**src/rtl/uart_rx_monitor.sv**
```systemverilog
// UART receive link checker: deserialises frames, compares each byte with EXPECT_DATA, counts hits/errors, flags link timeout.
// Optional build macro UART_RX_PARITY_EN switches the frame from 8N1 to 8E1 with parity checking.
`timescale 1ns/1ps

module uart_rx_monitor #(
  parameter int         CLK_FREQ    = 50_000_000,
  parameter int         UART_BPS    = 115200,
  parameter logic [7:0] EXPECT_DATA = 8'h55,
  parameter int         TIMEOUT_MS  = 200
) (
  input  logic        clk,
  input  logic        rst_n,
  input  logic        uart_rxd,
  output logic [7:0]  rx_data,
  output logic        rx_valid,
  output logic        rx_frame_err,
  output logic        rx_busy,
  output logic [15:0] match_cnt,
  output logic [15:0] err_cnt,
  output logic        link_timeout
);

  localparam int BAUD_CNT_MAX    = CLK_FREQ / UART_BPS;
  localparam int TIMEOUT_CNT_MAX = CLK_FREQ / 1_000 * TIMEOUT_MS;
  localparam int BAUD_W          = $clog2(BAUD_CNT_MAX);
  localparam int TMO_W           = $clog2(TIMEOUT_CNT_MAX);

  localparam logic [BAUD_W-1:0] BAUD_LAST = BAUD_W'(BAUD_CNT_MAX - 1);
  localparam logic [BAUD_W-1:0] BAUD_HALF = BAUD_W'(BAUD_CNT_MAX / 2 - 1);
  localparam logic [TMO_W-1:0]  TMO_LAST  = TMO_W'(TIMEOUT_CNT_MAX - 1);

  typedef enum logic [2:0] {
    IDLE,
    START,
    DATA,
`ifdef UART_RX_PARITY_EN
    PARITY,
`endif
    STOP,
    WAIT_HIGH
  } state_t;

  state_t            state;
  logic              rxd_p0, rxd_p1, rxd_p2;
  logic              line, fall;
  logic [BAUD_W-1:0] baud_cnt;
  logic [2:0]        bit_idx;
  logic [7:0]        shift;
  logic [TMO_W-1:0]  tmo_cnt;
`ifdef UART_RX_PARITY_EN
  logic              par_err;
`endif

  function automatic logic [15:0] sat_inc(input logic [15:0] v);
    return (v == 16'hFFFF) ? v : v + 16'd1;
  endfunction

  // Stage p0/p1: two-FF synchroniser; p2 holds the previous synced value for edge detection
  always_ff @(posedge clk or negedge rst_n) begin
    if (!rst_n) begin
      rxd_p0 <= 1'b1;
      rxd_p1 <= 1'b1;
      rxd_p2 <= 1'b1;
    end else begin
      rxd_p0 <= uart_rxd;
      rxd_p1 <= rxd_p0;
      rxd_p2 <= rxd_p1;
    end
  end

  assign line = rxd_p1;
  assign fall = rxd_p2 & ~rxd_p1;

  always_ff @(posedge clk or negedge rst_n) begin
    if (!rst_n) begin
      state        <= IDLE;
      baud_cnt     <= '0;
      bit_idx      <= '0;
      shift        <= '0;
`ifdef UART_RX_PARITY_EN
      par_err      <= 1'b0;
`endif
      rx_data      <= '0;
      rx_valid     <= 1'b0;
      rx_frame_err <= 1'b0;
      rx_busy      <= 1'b0;
      match_cnt    <= '0;
      err_cnt      <= '0;
      tmo_cnt      <= '0;
      link_timeout <= 1'b0;
    end else begin
      rx_valid     <= 1'b0;
      rx_frame_err <= 1'b0;
      // A good byte completing in this cycle overrides the timeout below
      if (tmo_cnt == TMO_LAST) link_timeout <= 1'b1;
      else                     tmo_cnt      <= tmo_cnt + 1'b1;

      case (state)
        IDLE: begin
          if (fall) begin
            state    <= START;
            baud_cnt <= '0;
            rx_busy  <= 1'b1;
          end
        end
        START: begin
          if (baud_cnt == BAUD_HALF) begin
            baud_cnt <= '0;
            bit_idx  <= '0;
            if (line) begin
              state   <= IDLE;
              rx_busy <= 1'b0;
            end else begin
              state <= DATA;
            end
          end else begin
            baud_cnt <= baud_cnt + 1'b1;
          end
        end
        DATA: begin
          if (baud_cnt == BAUD_LAST) begin
            baud_cnt <= '0;
            shift    <= {line, shift[7:1]};
            bit_idx  <= bit_idx + 3'd1;
            if (bit_idx == 3'd7) begin
`ifdef UART_RX_PARITY_EN
              state <= PARITY;
`else
              state <= STOP;
`endif
            end
          end else begin
            baud_cnt <= baud_cnt + 1'b1;
          end
        end
`ifdef UART_RX_PARITY_EN
        PARITY: begin
          if (baud_cnt == BAUD_LAST) begin
            baud_cnt <= '0;
            par_err  <= line ^ (^shift);
            state    <= STOP;
          end else begin
            baud_cnt <= baud_cnt + 1'b1;
          end
        end
`endif
        STOP: begin
          if (baud_cnt == BAUD_LAST) begin
            baud_cnt <= '0;
            if (!line) begin
              rx_frame_err <= 1'b1;
              err_cnt      <= sat_inc(err_cnt);
              state        <= WAIT_HIGH;
`ifdef UART_RX_PARITY_EN
            end else if (par_err) begin
              rx_frame_err <= 1'b1;
              err_cnt      <= sat_inc(err_cnt);
              state        <= IDLE;
              rx_busy      <= 1'b0;
`endif
            end else begin
              rx_data      <= shift;
              rx_valid     <= 1'b1;
              tmo_cnt      <= '0;
              link_timeout <= 1'b0;
              if (shift == EXPECT_DATA) match_cnt <= sat_inc(match_cnt);
              else                      err_cnt   <= sat_inc(err_cnt);
              state        <= IDLE;
              rx_busy      <= 1'b0;
            end
          end else begin
            baud_cnt <= baud_cnt + 1'b1;
          end
        end
        WAIT_HIGH: begin
          if (line) begin
            state   <= IDLE;
            rx_busy <= 1'b0;
          end
        end
        default: begin
          state   <= IDLE;
          rx_busy <= 1'b0;
        end
      endcase
    end
  end

endmodule

```
**config.mk**
```make
export PLATFORM = sky130hd
export DESIGN_NAME = uart_rx_monitor
export DESIGN_NICKNAME = d
export VERILOG_FILES = /design/src/rtl/uart_rx_monitor.sv
export SDC_FILE = /design/constraint.sdc
export NUM_CORES = 1
export LEC_CHECK = 0
export BUFFER_PORTS_ARGS = -buffer_cell sky130_fd_sc_hd__clkbuf_2
export CAP_MARGIN = 20
export CORE_ASPECT_RATIO = 1.4
export CORE_MARGIN = 4
export CORE_UTILIZATION = 58
export DETAILED_ROUTE_END_ITERATION = 8
export PLACE_DENSITY = 0.79
export SETUP_SLACK_MARGIN = 0.05
export SLEW_MARGIN = 20
export SYNTH_ARGS = -nofsm -noshare
export SYNTH_HDL_FRONTEND = slang
export SYNTH_SLANG_ARGS = --single-unit
```
**constraint.sdc**
```tcl
create_clock -name clk -period 3 [get_ports clk]
set_clock_uncertainty 0.1 [all_clocks]
set_input_delay 0.45 -clock clk [delete_from_list [all_inputs] [get_ports clk]]
set_output_delay 0.45 -clock clk [all_outputs]
set_load 0.01 [all_outputs]
```
Yosys cells after proc, flatten, opt, wreduce, memory -nomap -nowiden --
Index checks and enable logic that the tools add are counted.
Cells by class: $add $sub $neg 5, equality and inequality tests 18, mux-type cells 38, bitwise gates (word level) 4, reductions and logical operators 12
Operator list (number):
- two-way mux 24 bit | 4
- two-way mux 16 bit | 3
- adder 16 x 1 -> 16 bit (second input constant) | 2
- == test 16 bit (second input constant) | 2
- two-way mux 3 bit | 9
- two-way mux 9 bit | 3
- one-hot mux 9 bit (3 select lines) | 1
- adder 24 x 1 -> 24 bit (second input constant) | 1
- == test 24 bit (second input constant) | 1
- one-hot mux 3 bit (5 select lines) | 1
- two-way mux 1 bit | 14
- != test 2 bit (second input constant) | 7
- adder 9 x 1 -> 9 bit (second input constant) | 1
- == test 9 x 8 -> 1 bit (second input constant) | 1
- == test 9 bit (second input constant) | 1
- AND reduction 3 bit | 3
- == test 8 x 7 -> 1 bit (second input constant) | 1
- == test 3 x 2 -> 1 bit (second input constant) | 2
- == test 3 bit (second input constant) | 2
- one-hot mux 3 bit (2 select lines) | 1
- AND reduction 6 bit | 1
- one-hot mux 1 bit (5 select lines) | 1
- AND reduction 5 bit | 1
- AND reduction 2 bit | 2
- other kinds (10) | 12
Storage, ports and cells: register bits after elaboration 94, input port bits 3, word-level logic and storage cells 92

Logic depth before layout (Yosys ltp) --
depth in word-level cells 5, mapped depth 8

Worst setup path after synthesis --
OpenSTA, ideal clock, no wires.
path kind register to register, from reg baud_cnt[0], to reg baud_cnt[2], setup time 0.118 ns, arrival time 1.968 ns, required time 2.782 ns, setup slack 0.814 ns, stages on the path, launching flop included 9, clock period less this slack 2.186 ns, path through dfrtp_1 -> inv_1 -> ha_1 -> or4b_1 -> or3_4 -> a2bb2oi_4 -> buf_6 -> o21ai_2 -> a21o_1
On the way: longest elaborated chain between the ends 3, elaborated cells on any way between the ends 6, classes of those cells 1 x add/sub; 2 x eq/ne; 3 x mux
Ends and longest elaborated chain:
- start: declaration | RTL line 46 | logic [BAUD_W-1:0] baud_cnt;
- start signal: assignment | RTL line 117 | baud_cnt <= baud_cnt + 1'b1;
- start signal: assignment | RTL line 133 | baud_cnt <= baud_cnt + 1'b1;
- start signal: assignment | RTL line 172 | baud_cnt <= baud_cnt + 1'b1;
- adder 9 x 1 -> 9 bit, or another cell as far along | RTL line 117, 133, 172
- two-way mux 9 bit, on equally long branches | RTL line 121, 148, 107
- one-hot mux 9 bit (3 select lines) (*) | RTL line 98 | case (state)
Mark *: on every way between the ends. The rest lies on a longest branch, timed or not. A chain may end at the register's enable or synchronous reset.

Final worst setup path --
from reg baud_cnt[0], to reg state[0]
On the way: longest elaborated chain between the ends 3, elaborated cells on any way between the ends 6, classes of those cells 5 x eq/ne; 1 x reduce/logical
Ends and longest elaborated chain:
- == test 9 bit or == test 9 x 8 -> 1 bit (tied branches) | RTL line 121, 148, 107
- != test 2 bit (no line)
- AND reduction 6 bit (no line) (*)
- end signal: assignment | RTL line 129 | state <= STOP;
- end signal: assignment | RTL line 153 | state <= WAIT_HIGH;
- end signal: assignment | RTL line 168 | state <= IDLE;
- end: declaration | RTL line 43 | state_t state;
Marked as above.

==> key figures <==
Floorplan
  – Die ar.: 0.009128 mm^2
  – Num ports: 47
  – Core ar.: 0.007407 mm^2
  – Initial Util: 0.5986
  – Chip width: 81.90 um
  – Row count: 37
  – Die Y: 111.5 um

Run status
  – Status: complete, no violations

Timing
  – Setup violators final: 0
  – Max-slew headroom: 0.4947
  – Fin. Hold Viols: 0
  – Setup slack after layout: 0.5818 ns
  – Slew Viols, Final: 0
  – Worst Max-Slew Pin Slew: 0.7579 ns
  – Post-layout min period: 2.418 ns
  – Setup TNS: 0 ns
  – FMAX: 0.4135 GHz
  – RSZ-0062 raised after global routing: no
  – Period utilization: 0.8061

Final layout
  – Filler instances: 587
  – Final Non-Filler Cells: 578
  – Antenna diode count: 0
  – Final #Nets: 487
  – Synthesis-to-layout area growth: 11.71%
  – Share of layout cells above drive strength 1: 0.1975
  – Area of the multi-input gates: 0.001977 mm^2
  – Register Area: 0.002356 mm^2

Power and ir drop
  – Leak Pwr: 2.334 nW
  – Sw Ratio: 0.2382
  – Worst vdd ir: 329.9 uV
  – Clock share of power: 0.340
  – Pwr/cell area: 429.8 mW/mm^2
  – Internal cell power: 1.622 mW
  – Switching pwr: 0.5072 mW
  – Gate power share: 0.047
  – Reg power frac: 0.613

Synthesis
  – Top_reg_cell synth: dfrtp_1
  – Seq/Total Area, Yosys: 0.5313
  – Syn_area_per_cell: 10.46 um^2
  – Yosys cell types: 49
  – Yosys reg bits: 94
  – Post-synth top area cell: dfrtp_1
  – Top cells by count, synth: dfrtp_1 (91), nand2_1 (46), nor2_1 (44)
  – Post-Syn Nets: 435
  – Syn Std Cell Area: 0.004434 mm^2
  – Yosys warns: 0
  – Post-Synthesis Cells: 424
  – Count leader, synth: dfrtp_1
  – Asr flop ratio synth: 1.000
  – Top cells by area, synth: dfrtp_1 (51%), xnor2_1 (7.3%), nand2_1 (3.9%), mux2_2 (3.8%), nor2_1 (3.7%)
  – Number of flops mapped to enable cells by yosys: 0
  – Area fraction of the dominant cell type after synthesis: 0.5135

GRT
  – Pin count of the biggest net entering global routing: 89
  – All-Layer GR Usage: 0.1996
  – First-pass GRT wire length: 14420 um
  – Gr ovfl total: 0
  – Via count of the first global-routing pass: 3179
  – Antenna violations before repair: 0

Clock network
  – H-Tree Depth: 3
  – Setup Buffers After CTS: 0
  – Clock Latency Late Sink: 0.35 ns
  – CTS Buf Count: 9
  – CTS tree: done
  – Root buffer cell: clkbuf_8
  – CTS hold repair buffers: 0
  – Post-cts repair resize count: 0
  – CTS Sinks: 94
  – Worst-path clk slew: 0.09 ns
  – Max Root-Sink Buffers: 2

Placed design
  – RD Place Congestion: 0.8376
  – Hpwl dp: 6083 um
  – Port Buffers: 46
  – Dpl ws: 0.5962 ns
  – Dpl cells: 562

Worst setup path
  – CP Class: register to register
  – Crit. End Element: register
  – Worst Path Max Fanout: 16
  – CP required: 3.14 ns
  – Critical path launch point type: register
  – R2R depth: 6
  – Crit path DAT: 2.56 ns

Detailed routing
  – Post-route ant nets: 0
  – Drt via density: 5.611
  – Per-cell routed wire length: 14.53 um
  – Vias: 3243
  – # DRC: 0
  – DRT iter0 DRCs: 180
  – Total Wirelength: 8398 um
  – 1st-pass router iterations: 4

Min path
  – Path type of the worst min-delay path: primary input to async pin

Job
  – Max Cap Violations: 0
-- stage by stage --
step / hold slack, ns / power, mW / area [um^2] / util
finish: 0.03087 / 2.129 / 4954 / 0.6688
global route: 0.04417 / 2.224 / 4954 / 0.6688
CTS: 0.05600 / 2.153 / 4950 / 0.6682
detailed placement: 0.2491 / 1.432 / 4785 / 0.6459
global placement: 0.2465 / 1.426 / 4785 / 0.6459
floorplan: 0.05441 / 1.388 / 4434 / -
-- power by group through the flow --
stage          logic (mW)  clock network (mW)  registers, mW
6_report            0.101               0.724           1.30
3_3_place_gp       0.0987                   0           1.33
3_5_place_dp        0.103                   0           1.33
5_1_grt             0.119               0.798           1.31
2_1_floorplan      0.0651                   0           1.32
4_1_cts             0.103               0.745           1.30
-- kinds of logic after synthesis --
family,synth area share
AO/OA/AOI/OAI,0.05898
XOR/XNOR,0.09283
adder cells (fa/ha/maj),0.02257
buffers and inverters,0.02342
flip-flops,0.5313
multiplexers,0.04261
AND/OR/NAND/NOR,0.2283
-- placed cells by master, fill, tap and decap left out, types with 4 or more instances in the layout --
| cell type | netlist | routed |
|---|---|---|
| mux2_2 | 15 | 15 |
| a21oi_1 | 10 | 10 |
| or3_1 | 4 | 4 |
| buf_4 | 1 | 8 |
| dfrtp_1 | 91 | 91 |
| a21o_1 | 5 | 5 |
| ha_1 | 8 | 8 |
| clkbuf_8 | 0 | 9 |
| inv_1 | 10 | 10 |
| xor2_1 | 10 | 10 |
| and3_1 | 9 | 9 |
| nor2_1 | 44 | 43 |
| xnor2_1 | 37 | 37 |
| and4_1 | 4 | 4 |
| nand3_1 | 27 | 27 |
| nand2_1 | 46 | 46 |
| clkbuf_2 | 0 | 45 |
| nor4_1 | 9 | 9 |
| o21ai_0 | 12 | 12 |
| nor3_1 | 14 | 14 |
| nand2b_1 | 5 | 5 |
| nand4_1 | 17 | 17 |
-- registers in the layout, summed over array words and instances (netlist names) --
| name | flops |
|---|---|
| baud_cnt | 9 |
| bit_idx | 3 |
| err_cnt | 16 |
| line | 1 |
| link_timeout | 1 |
| match_cnt | 16 |
| rx_busy | 1 |
| rx_data | 8 |
| rx_frame_err | 1 |
| rx_valid | 1 |
| rxd_p0 | 1 |
| rxd_p2 | 1 |
| shift | 8 |
| state | 3 |
| tmo_cnt | 24 |
-- worst max-delay path, stage by stage (launching register included) --
cell       delay [ns]
dfrtp_1          0.44
inv_1            0.08
ha_1             0.13
or4b_1           0.42
or3_4            0.40
a2bb2oi_4        0.36
mux2_2           0.38
-- final cells by class --
type / count / share of cell area
repair buffers: 54 / 0.05986
clock buffers: 11 / 0.02652
well taps: 97 / 0.02450
inverters: 10 / 0.007578
clock inverters: 5 / 0.006820
multi-input cells: 307 / 0.3991
flip-flops and latches: 94 / 0.4756
-- final timing paths --
check,slack [ns],end,startpoint
worst min register to register,0.26,line,rxd_p0
max in group asynchronous,2.18,rx_data[6],rst_n
worst max-delay path,0.58,state[0],baud_cnt[0]
worst min-delay path,0.03,tmo_cnt[5],rst_n
min in group clk,0.08,rxd_p0,uart_rxd
worst max register to register,0.58,state[0],baud_cnt[0]
-- per-layer routing --
layer | track usage | routed length (um)
met4 | 0.06874 | 116
met2 | 0.3292 | 4385
met5 | 0 | 0
met1 | 0.2519 | 3554
met3 | 0.05016 | 341
No activity file was read; power rests on OpenSTA's default activity.
